File: config.mk
export PLATFORM = sky130hd
export DESIGN_NAME = avr_bus_bridge
export DESIGN_NICKNAME = d
export VERILOG_FILES = /design/src/rtl/avr_bus_bridge.sv
export SDC_FILE = /design/constraint.sdc
export NUM_CORES = 1
export LEC_CHECK = 0
export ABC_CLOCK_PERIOD_IN_PS = 2500
export BUFFER_PORTS_ARGS = -buffer_cell sky130_fd_sc_hd__buf_2
export CORE_MARGIN = 4
export CORE_UTILIZATION = 40
export DETAILED_ROUTE_END_ITERATION = 6
export GPL_TIMING_DRIVEN = 0
export PLACE_DENSITY = 0.76
export SLEW_MARGIN = 20
export SYNTH_ARGS = -nofsm -noshare
export SYNTH_HDL_FRONTEND = slang
export SYNTH_SLANG_ARGS = --single-unit
File: constraint.sdc
create_clock -name clk -period 2.5 [get_ports clk]
set_input_delay 0.375 -clock clk [delete_from_list [all_inputs] [get_ports clk]]
set_output_delay 0.375 -clock clk [all_outputs]
set_load 0.03 [all_outputs]
File: src/rtl/avr_bus_bridge.sv
// avr_bus_bridge: AVR XMEM host-bus bridge.
// Synchronises the AVR pins into the clk domain and latches the address.
// Decodes NCH base/mask windows and issues one-cycle write and read strobes.
// Returns registered read data to the pad and drives the pad output enable.
// Optional feature macro: SOFT_RESET_EN enables the keyed soft-reset pulse generator.
module avr_bus_bridge #(
  parameter int              AW       = 16,
  parameter int              DW       = 8,
  parameter int              NCH      = 4,
  parameter logic [NCH*AW-1:0] CH_BASE = {16'h4000, 16'hF040, 16'hF020, 16'hF000},
  parameter logic [NCH*AW-1:0] CH_MASK = {16'hC000, 16'hFFF8, 16'hFFFF, 16'hFFF0},
  parameter logic [DW-1:0]   DEF_RD   = 8'h7B,
  parameter                  SRST_ADR = 16'hF001,
  parameter                  SRST_KEY = 8'h5A,
  parameter int              SRST_LEN = 16
) (
  input  logic              clk,
  input  logic              reset,
  input  logic [DW-1:0]     ad,
  input  logic [AW-DW-1:0]  a,
  input  logic              ale,
  input  logic              wd,
  input  logic              rd,
  output logic [DW-1:0]     d,
  output logic              oen,
  output logic [AW-1:0]     bus_adr,
  output logic [DW-1:0]     bus_wdata,
  output logic [NCH-1:0]    ch_wr,
  output logic [NCH-1:0]    ch_rd,
  input  logic [NCH*DW-1:0] ch_rdata,
  output logic              proto_err,
  output logic              soft_rst
);

  typedef enum logic [2:0] {IDLE, ADR, WR, WHOLD, RD, RHOLD} state_t;

  state_t state, state_next;

  logic              ale_m, ale_s;
  logic              wd_m, wd_s, wd_d;
  logic              rd_m, rd_s, rd_d;
  logic [DW-1:0]     ad_m, ad_s;
  logic [AW-DW-1:0]  a_m, a_s;
  logic [NCH-1:0]    sel, sel_c;
  logic              hit;
  logic              dec_found;
  logic [DW-1:0]     rd_mux;
  logic              wr_fall, rd_fall;
  logic              do_wr, do_rd, set_perr;

  // Soft-reset constants are untyped so an override of the wrong width is caught here.
  if (SRST_LEN < 1 || AW <= DW || NCH < 1 ||
      $bits(SRST_ADR) != AW || $bits(SRST_KEY) != DW) begin : g_param_check
    $error("avr_bus_bridge: inconsistent parameters");
  end

  // Two-stage synchronisers for every AVR pin, plus an extra delay on the strobes for edge detection.
  always_ff @(posedge clk) begin
    if (reset) begin
      ale_m <= 1'b0; ale_s <= 1'b0;
      wd_m  <= 1'b0; wd_s  <= 1'b0; wd_d <= 1'b0;
      rd_m  <= 1'b0; rd_s  <= 1'b0; rd_d <= 1'b0;
      ad_m  <= '0;   ad_s  <= '0;
      a_m   <= '0;   a_s   <= '0;
    end else begin
      ale_m <= ale;  ale_s <= ale_m;
      wd_m  <= wd;   wd_s  <= wd_m;  wd_d <= wd_s;
      rd_m  <= rd;   rd_s  <= rd_m;  rd_d <= rd_s;
      ad_m  <= ad;   ad_s  <= ad_m;
      a_m   <= a;    a_s   <= a_m;
    end
  end

  // Window decode of the latched address; the lowest matching channel index wins.
  always_comb begin
    sel_c     = '0;
    dec_found = 1'b0;
    for (int i = 0; i < NCH; i++) begin
      if (!dec_found && ((bus_adr & CH_MASK[i*AW +: AW]) == CH_BASE[i*AW +: AW])) begin
        sel_c[i]  = 1'b1;
        dec_found = 1'b1;
      end
    end
  end

  // Address latch follows ale; the decode result is registered one cycle behind it.
  always_ff @(posedge clk) begin
    if (reset) begin
      bus_adr <= '0;
      sel     <= '0;
      hit     <= 1'b0;
    end else begin
      if (ale_s) bus_adr <= {a_s, ad_s};
      sel <= sel_c;
      hit <= |sel_c;
    end
  end

  // Read-data mux over the selected channel, falling back to the default byte.
  always_comb begin
    rd_mux = DEF_RD;
    for (int i = 0; i < NCH; i++) begin
      if (sel[i]) rd_mux = ch_rdata[i*DW +: DW];
    end
  end

  assign wr_fall = ~wd_s & wd_d;
  assign rd_fall = ~rd_s & rd_d;

  // Bus-cycle FSM: strobe edges are only accepted in IDLE, and a write beats a simultaneous read.
  always_comb begin
    state_next = state;
    do_wr      = 1'b0;
    do_rd      = 1'b0;
    set_perr   = 1'b0;
    case (state)
      IDLE: begin
        if (ale_s) begin
          state_next = ADR;
        end else if (wr_fall) begin
          state_next = WR;
          do_wr      = 1'b1;
          set_perr   = ~rd_s;
        end else if (rd_fall) begin
          if (!wd_s) begin
            set_perr = 1'b1;
          end else begin
            state_next = RD;
            do_rd      = 1'b1;
          end
        end
      end
      ADR:     if (!ale_s) state_next = IDLE;
      WR:      state_next = WHOLD;
      WHOLD:   if (wd_s) state_next = IDLE;
      RD:      state_next = RHOLD;
      RHOLD:   if (rd_s) state_next = IDLE;
      default: state_next = IDLE;
    endcase
  end

  // State register plus the registered strobes, write data, read data and sticky protocol error.
  always_ff @(posedge clk) begin
    if (reset) begin
      state     <= IDLE;
      d         <= DEF_RD;
      bus_wdata <= '0;
      ch_wr     <= '0;
      ch_rd     <= '0;
      proto_err <= 1'b0;
    end else begin
      state <= state_next;
      ch_wr <= do_wr ? (sel & {NCH{hit}}) : '0;
      ch_rd <= do_rd ? (sel & {NCH{hit}}) : '0;
      if (do_wr) bus_wdata <= ad_s;
      if (do_rd) d <= hit ? rd_mux : DEF_RD;
      if (set_perr) proto_err <= 1'b1;
    end
  end

  assign oen = ~(~rd & hit & (state != ADR));

`ifdef SOFT_RESET_EN
  localparam int SCW = $clog2(SRST_LEN + 1);

  logic [SCW-1:0] srst_cnt;

  // Keyed write to the soft-reset address (re)loads the pulse counter, which then counts down.
  always_ff @(posedge clk) begin
    if (reset) begin
      srst_cnt <= '0;
    end else if (do_wr && (bus_adr == AW'(SRST_ADR)) && (ad_s == DW'(SRST_KEY))) begin
      srst_cnt <= SCW'(SRST_LEN);
    end else if (srst_cnt != '0) begin
      srst_cnt <= srst_cnt - 1'b1;
    end
  end

  assign soft_rst = (srst_cnt != '0);
`else
  assign soft_rst = 1'b0;
`endif

endmodule

==> After elaboration in Yosys (flattened, before gate mapping) <==
Index checks and enable logic that the tools add are counted.
{ "totals": {"register_bits": 89, "input_bits": 53} }
{ "classes": {"eq_ne": 15, "muxes": 32, "n_bitwise": 11, "n_reduce_logical": 11} }
{ "ops": {"columns": ["cell", "n"], "rows": [
  ["$mux W8", 5],
  ["$mux W3", 7],
  ["$mux W1", 19],
  ["$pmux W3 S6", 1],
  ["$eq A16 B16 Y1 const B", 1],
  ["$eq A13 B13 Y1 const B", 1],
  ["$eq A12 B12 Y1 const B", 1],
  ["$ne A4 B4 Y1 const B", 2],
  ["$eq A3 B2 Y1 const B", 2],
  ["$eq A3 B3 Y1 const B", 2],
  ["$ne A2 B2 Y1 const B", 3],
  ["$not A1 Y1", 6],
  ["$reduce_and A5 Y1", 1],
  ["$and A1 B1 Y1", 4],
  ["$and A4 B4 Y4", 1],
  ["$reduce_or A2 Y1", 2],
  ["$reduce_or A4 Y1", 1],
  ["$eq A3 B1 Y1 const B", 1],
  ["$logic_and A1 B1 Y1", 3],
  ["$logic_not A1 Y1", 3],
  ["$logic_not A3 Y1", 1],
  ["$ne A3 B1 Y1 const B", 1],
  ["$eq A2 B1 Y1 const B", 1]
]} }

==> Logic depth before layout (Yosys ltp) <==
{ "depth": {"word_depth": 12, "depth_mapped": 5, "mapped_depth_nobuf": 3} }

==> Least setup slack after synthesis <==
No wires, ideal clock.
{ "synth_timing": {"path_kind": "register to register", "from": "register bus_adr[4]", "to": "register hit", "setup_ns": 0.086, "arrival_time_ns": 1.631, "path_slack_ns": 0.782, "path_stages_with_launch": 4, "path_buffers": 0, "synth_period_minus_slack_ns": 1.718, "cell_sequence": "dfxtp_1 or4_1 or4_4 a221oi_2"} }
{ "synth_via": {"elab_chain_cells": 12, "word_cells_on_any_way": 16} }
{ "synth_rtl": {"columns": ["item", "line_no", "source"], "rows": [
  ["start: declaration", "26", "output logic [AW-1:0] bus_adr,"],
  ["start signal: assignment", "93", "if (ale_s) bus_adr <= {a_s, ad_s};"],
  ["$eq A12 B12 Y1", "79", "if (!dec_found && ((bus_adr & CH_MASK[i*AW +: AW]) == CH_BASE[i*AW +: AW])) begin"],
  ["$mux W1", "79", null],
  ["$logic_not A1 Y1", "79", null],
  ["$logic_and A1 B1 Y1", "79", null],
  ["$mux W1", "79", null],
  ["$logic_not A1 Y1", "79", null],
  ["$logic_and A1 B1 Y1", "79", null],
  ["$mux W1", "79", null],
  ["$logic_not A1 Y1", "79", null],
  ["$logic_and A1 B1 Y1", "79", null],
  ["$mux W1", "79", null],
  ["$reduce_or A4 Y1 (*)", "95", "hit <= |sel_c;"],
  ["end signal: assignment", "95", null],
  ["end: declaration", "45", "logic hit;"]
]} }
Mark *: on every way between the ends. The rest lies on a longest branch, timed or not.
A chain may end at the register's enable or synchronous reset.

==> Final worst setup path <==
{ "layout_timing": {"from": "register state[2]", "to": "output port oen"} }
{ "layout_via": {"elab_chain_cells": 3} }
{ "layout_rtl": {"columns": ["item", "line_no", "source"], "rows": [
  ["start: declaration", "37", "state_t state, state_next;"],
  ["start signal: assignment", "152", "state <= state_next;"],
  ["$ne A3 B1 Y1", "161", "assign oen = ~(~rd & hit & (state != ADR));"],
  ["$and A1 B1 Y1", "161", null],
  ["$not A1 Y1", "161", null],
  ["end: declaration", "25", "output logic oen,"]
]} }
Every way passes these cells.

==> results.txt <==
The post-CTS resize count is 0. The total half-perimeter wirelength after legalization and detailed placement came out at 5760 um. The final-stage net count is 477.

The max-capacitance violation count came out at 0. The mapped netlist covers 3200 sq um. The post-route setup TNS came out at 0 ns. TritonCTS built the clock tree. The count of clock tree sinks is 89. The total via count in the routed design came out at 2682.

The overall track demand over capacity in global routing is 16.3%. The die is 97.5 um tall. The H-tree was split into 3 levels. The max-slew violation count is 0. The I/O pin count came out at 96. The number of buffers inserted during clock tree synthesis came out at 9. After synthesis the netlist holds a flip-flop and latch count of 89. In this run the core area contains 32 standard-cell rows. The sum of overflow across all layers after global routing is 0.

The share of final-layout standard cells stronger than drive strength 1 is 27.7%. The synthesized netlist net count came out at 372. The kind of path behind the tightest hold check is input pin to flip-flop. The synthesized design contains 0 enable-type register cells. The flow ran to the end, and the final reports show no timing, DRC or antenna violations. The source-to-sink clock delay at the later pin of the worst-skew pair is 0.36 ns.

The most critical setup path has its startpoint at state[2]. For the worst setup path, the data arrival time is 1.42 ns. The average via count per standard cell is 5.05. The placeable core area came out at 7770 sq um. The mean routed wirelength per cell is 14.7 um. The worst-case vdd ir drop came out at 339 uV. The width of the die is 97.5 um. The first-pass GRT wire length is 12500 um. The number of buffers inserted by hold repair at cts is 0. The worst-path maximum fanout came out at 9. The post-CTS clock slew at the launch and capture registers of the worst setup and hold paths is 0.09 ns. Setup repair after global routing left no endpoint under its margin. The measured slew at the worst slew-check pin is 0.581 ns. The number of buffers inserted to repair setup after CTS came out at 0. The first detailed-routing pass took 4 iterations.

The number of hold violations in the final report came out at 0. The number of remaining DRC errors came out at 0. The worst setup path is captured at an output port. STA classifies the critical path startpoint as a flip-flop. The average size of a mapped cell came out at 10.0 sq um. The overall die area came out at 9500 sq um. The worst setup path is of the flip-flop to output port kind.

Dividing the final minimum period by the clock period gives 72.0%. The starting density of the core is 41.2%. The clock passes through at most 2 buffers. The proportion of synthesized flip-flops having asynchronous set or reset came out at 0%. The area growth from synthesis to final layout is 24.9%. In this run the clock root is driven by a clkbuf_8. The power per unit of standard cell area came out at 668 nW/um^2. In this run the most critical hold path is launched from ad[4]. The residual antenna-violating net count after detailed routing is 0. For this block, the routed nets add up to 7790 um of wire.

The proportion of synthesized chip area in sequential cells came out at 55.7%. In this run the critical register-to-register path is launched from state[1]. The number of standard cells after synthesis is 319. Routability-driven placement finished with a final weighted congestion of 0.843.

During placement, the flow inserted port buffers numbering 94. The count of inserted antenna diode cells is 0. Timing would allow up to 556 MHz. The number of endpoints failing setup at the final stage is 0. The worst pin sits at a relative slew slack of 61.2%. The final period demand of the worst path is 1.80 ns.

The maximum number of pins on one net before global-route repair came out at 15. The number of warning messages in the yosys log came out at 0. The clock arrives with 0.0100 ns of skew. For the worst setup path, the data required time is 2.12 ns. The netlist uses 45 different library cells. The initial antenna violation count is 0.

The DRC marker count from the first detailed-route iteration came out at 153. The design draws 0.00267 W. The leakage power of the design came out at 1.69 nW. For this run, the leading register cell type out of synthesis is dfxtp_1. The number of global-route vias before repair is 2554.
-- flip-flops by register name, summed over array words and instances (netlist names), 3 cells and up --
register and count:
d 8, ad_m 8, state 3, sel 4
ch_rd 4, a_s 8, ch_wr 4, a_m 8
bus_adr 16, bus_wdata 8, ad_s 8
-- layout by cell type, fill, tap and decap left out, types with 4 or more instances in the layout --
cell,count
a211oi_1,5
a21oi_1,12
a31oi_1,4
and3_1,6
buf_2,97
clkbuf_1,18
clkbuf_8,10
dfxtp_1,89
inv_1,9
mux2i_1,16
nand2_1,14
nand2b_1,4
nand3_1,8
nor2_1,26
nor2b_1,45
nor3_1,5
o21ai_0,10
o221ai_1,5
-- final timing paths --
kind	cells after the start	slack (ns)	end
setup reg to reg	5	0.75	bus_wdata[1]
hold / removal	2	0.22	ad_m[4]
setup / recovery	5	0.70	oen
hold reg to reg	1	0.43	rd_s
-- through the flow --
step	hold WS [ns]	setup WS [ns]	util, %	instances	instance area, sq um
3_3_place_gp	0.419	0.826	48.9	515	3800
6_report	0.219	0.701	51.4	531	4000
2_1_floorplan	0.414	0.782	-	319	3200
5_1_grt	0.216	0.575	51.4	531	4000
4_1_cts	0.210	0.686	51.4	531	4000
3_5_place_dp	0.423	0.753	48.9	515	3800
-- critical path, cell delays in order, from the launching register on --
cell and delay [ns]:
dfxtp_1 0.31, clkbuf_1 0.33, nor2_1 0.07, nand2_1 0.09
nand3b_1 0.07, buf_2 0.19
-- power by group --
group          leakage [nW]  internal (W)  switching (W)
Sequential            0.726       0.00146      0.0000194
Combinational         0.876     0.0000896       0.000132
Clock                0.0888      0.000490       0.000483
-- synth_stat cells (4+ instances only) --
cell	count	share of area (%)
a211oi_1	5	1.2
nor2b_1	45	8.8
o221ai_1	5	1.4
clkbuf_1	16	1.9
nor3_1	5	0.78
nor2_1	26	3.0
nand2_1	14	1.6
and3_1	6	1.2
inv_1	9	1.1
mux2i_1	16	5.0
a31oi_1	4	0.78
o21ai_0	10	1.6
nand3_1	8	1.3
a21oi_1	12	1.9
nand2b_1	4	0.78
dfxtp_1	89	56
-- cell families (layout without fill, tap and decap cells) --
| family | count (synthesis) | count (layout) | share of synthesized area (%) |
|---|---|---|---|
| simple gates | 125 | 125 | 22.2 |
| flops | 89 | 89 | 55.7 |
| compound gates | 57 | 57 | 13.1 |
| buf+inv | 31 | 141 | 3.91 |
| mux | 16 | 16 | 5.00 |
| other cells | 1 | 1 | 0.117 |
-- cell type report --
| cell class | count | area, sq um |
|---|---|---|
| fill | 751 | 3770 |
| sequential | 89 | 1780 |
| inverter | 9 | 33.8 |
| clock buffer | 12 | 145 |
| tap | 102 | 128 |
| timing repair buffer | 94 | 470 |
| buffer | 22 | 91.3 |
| multi-input combinational | 199 | 1290 |
| clock inverter | 4 | 52.6 |
-- layer usage --
metal | up-vias | GRT usage, % | routed length [um]
li1 | 1320 | - | -
met1 | 1238 | 20.9 | 3510
met2 | 108 | 24.9 | 3500
met3 | 16 | 4.52 | 590
met4 | 0 | 8.63 | 179
met5 | - | 0 | 0
Note: power is estimated with default switching activity, not from simulation.
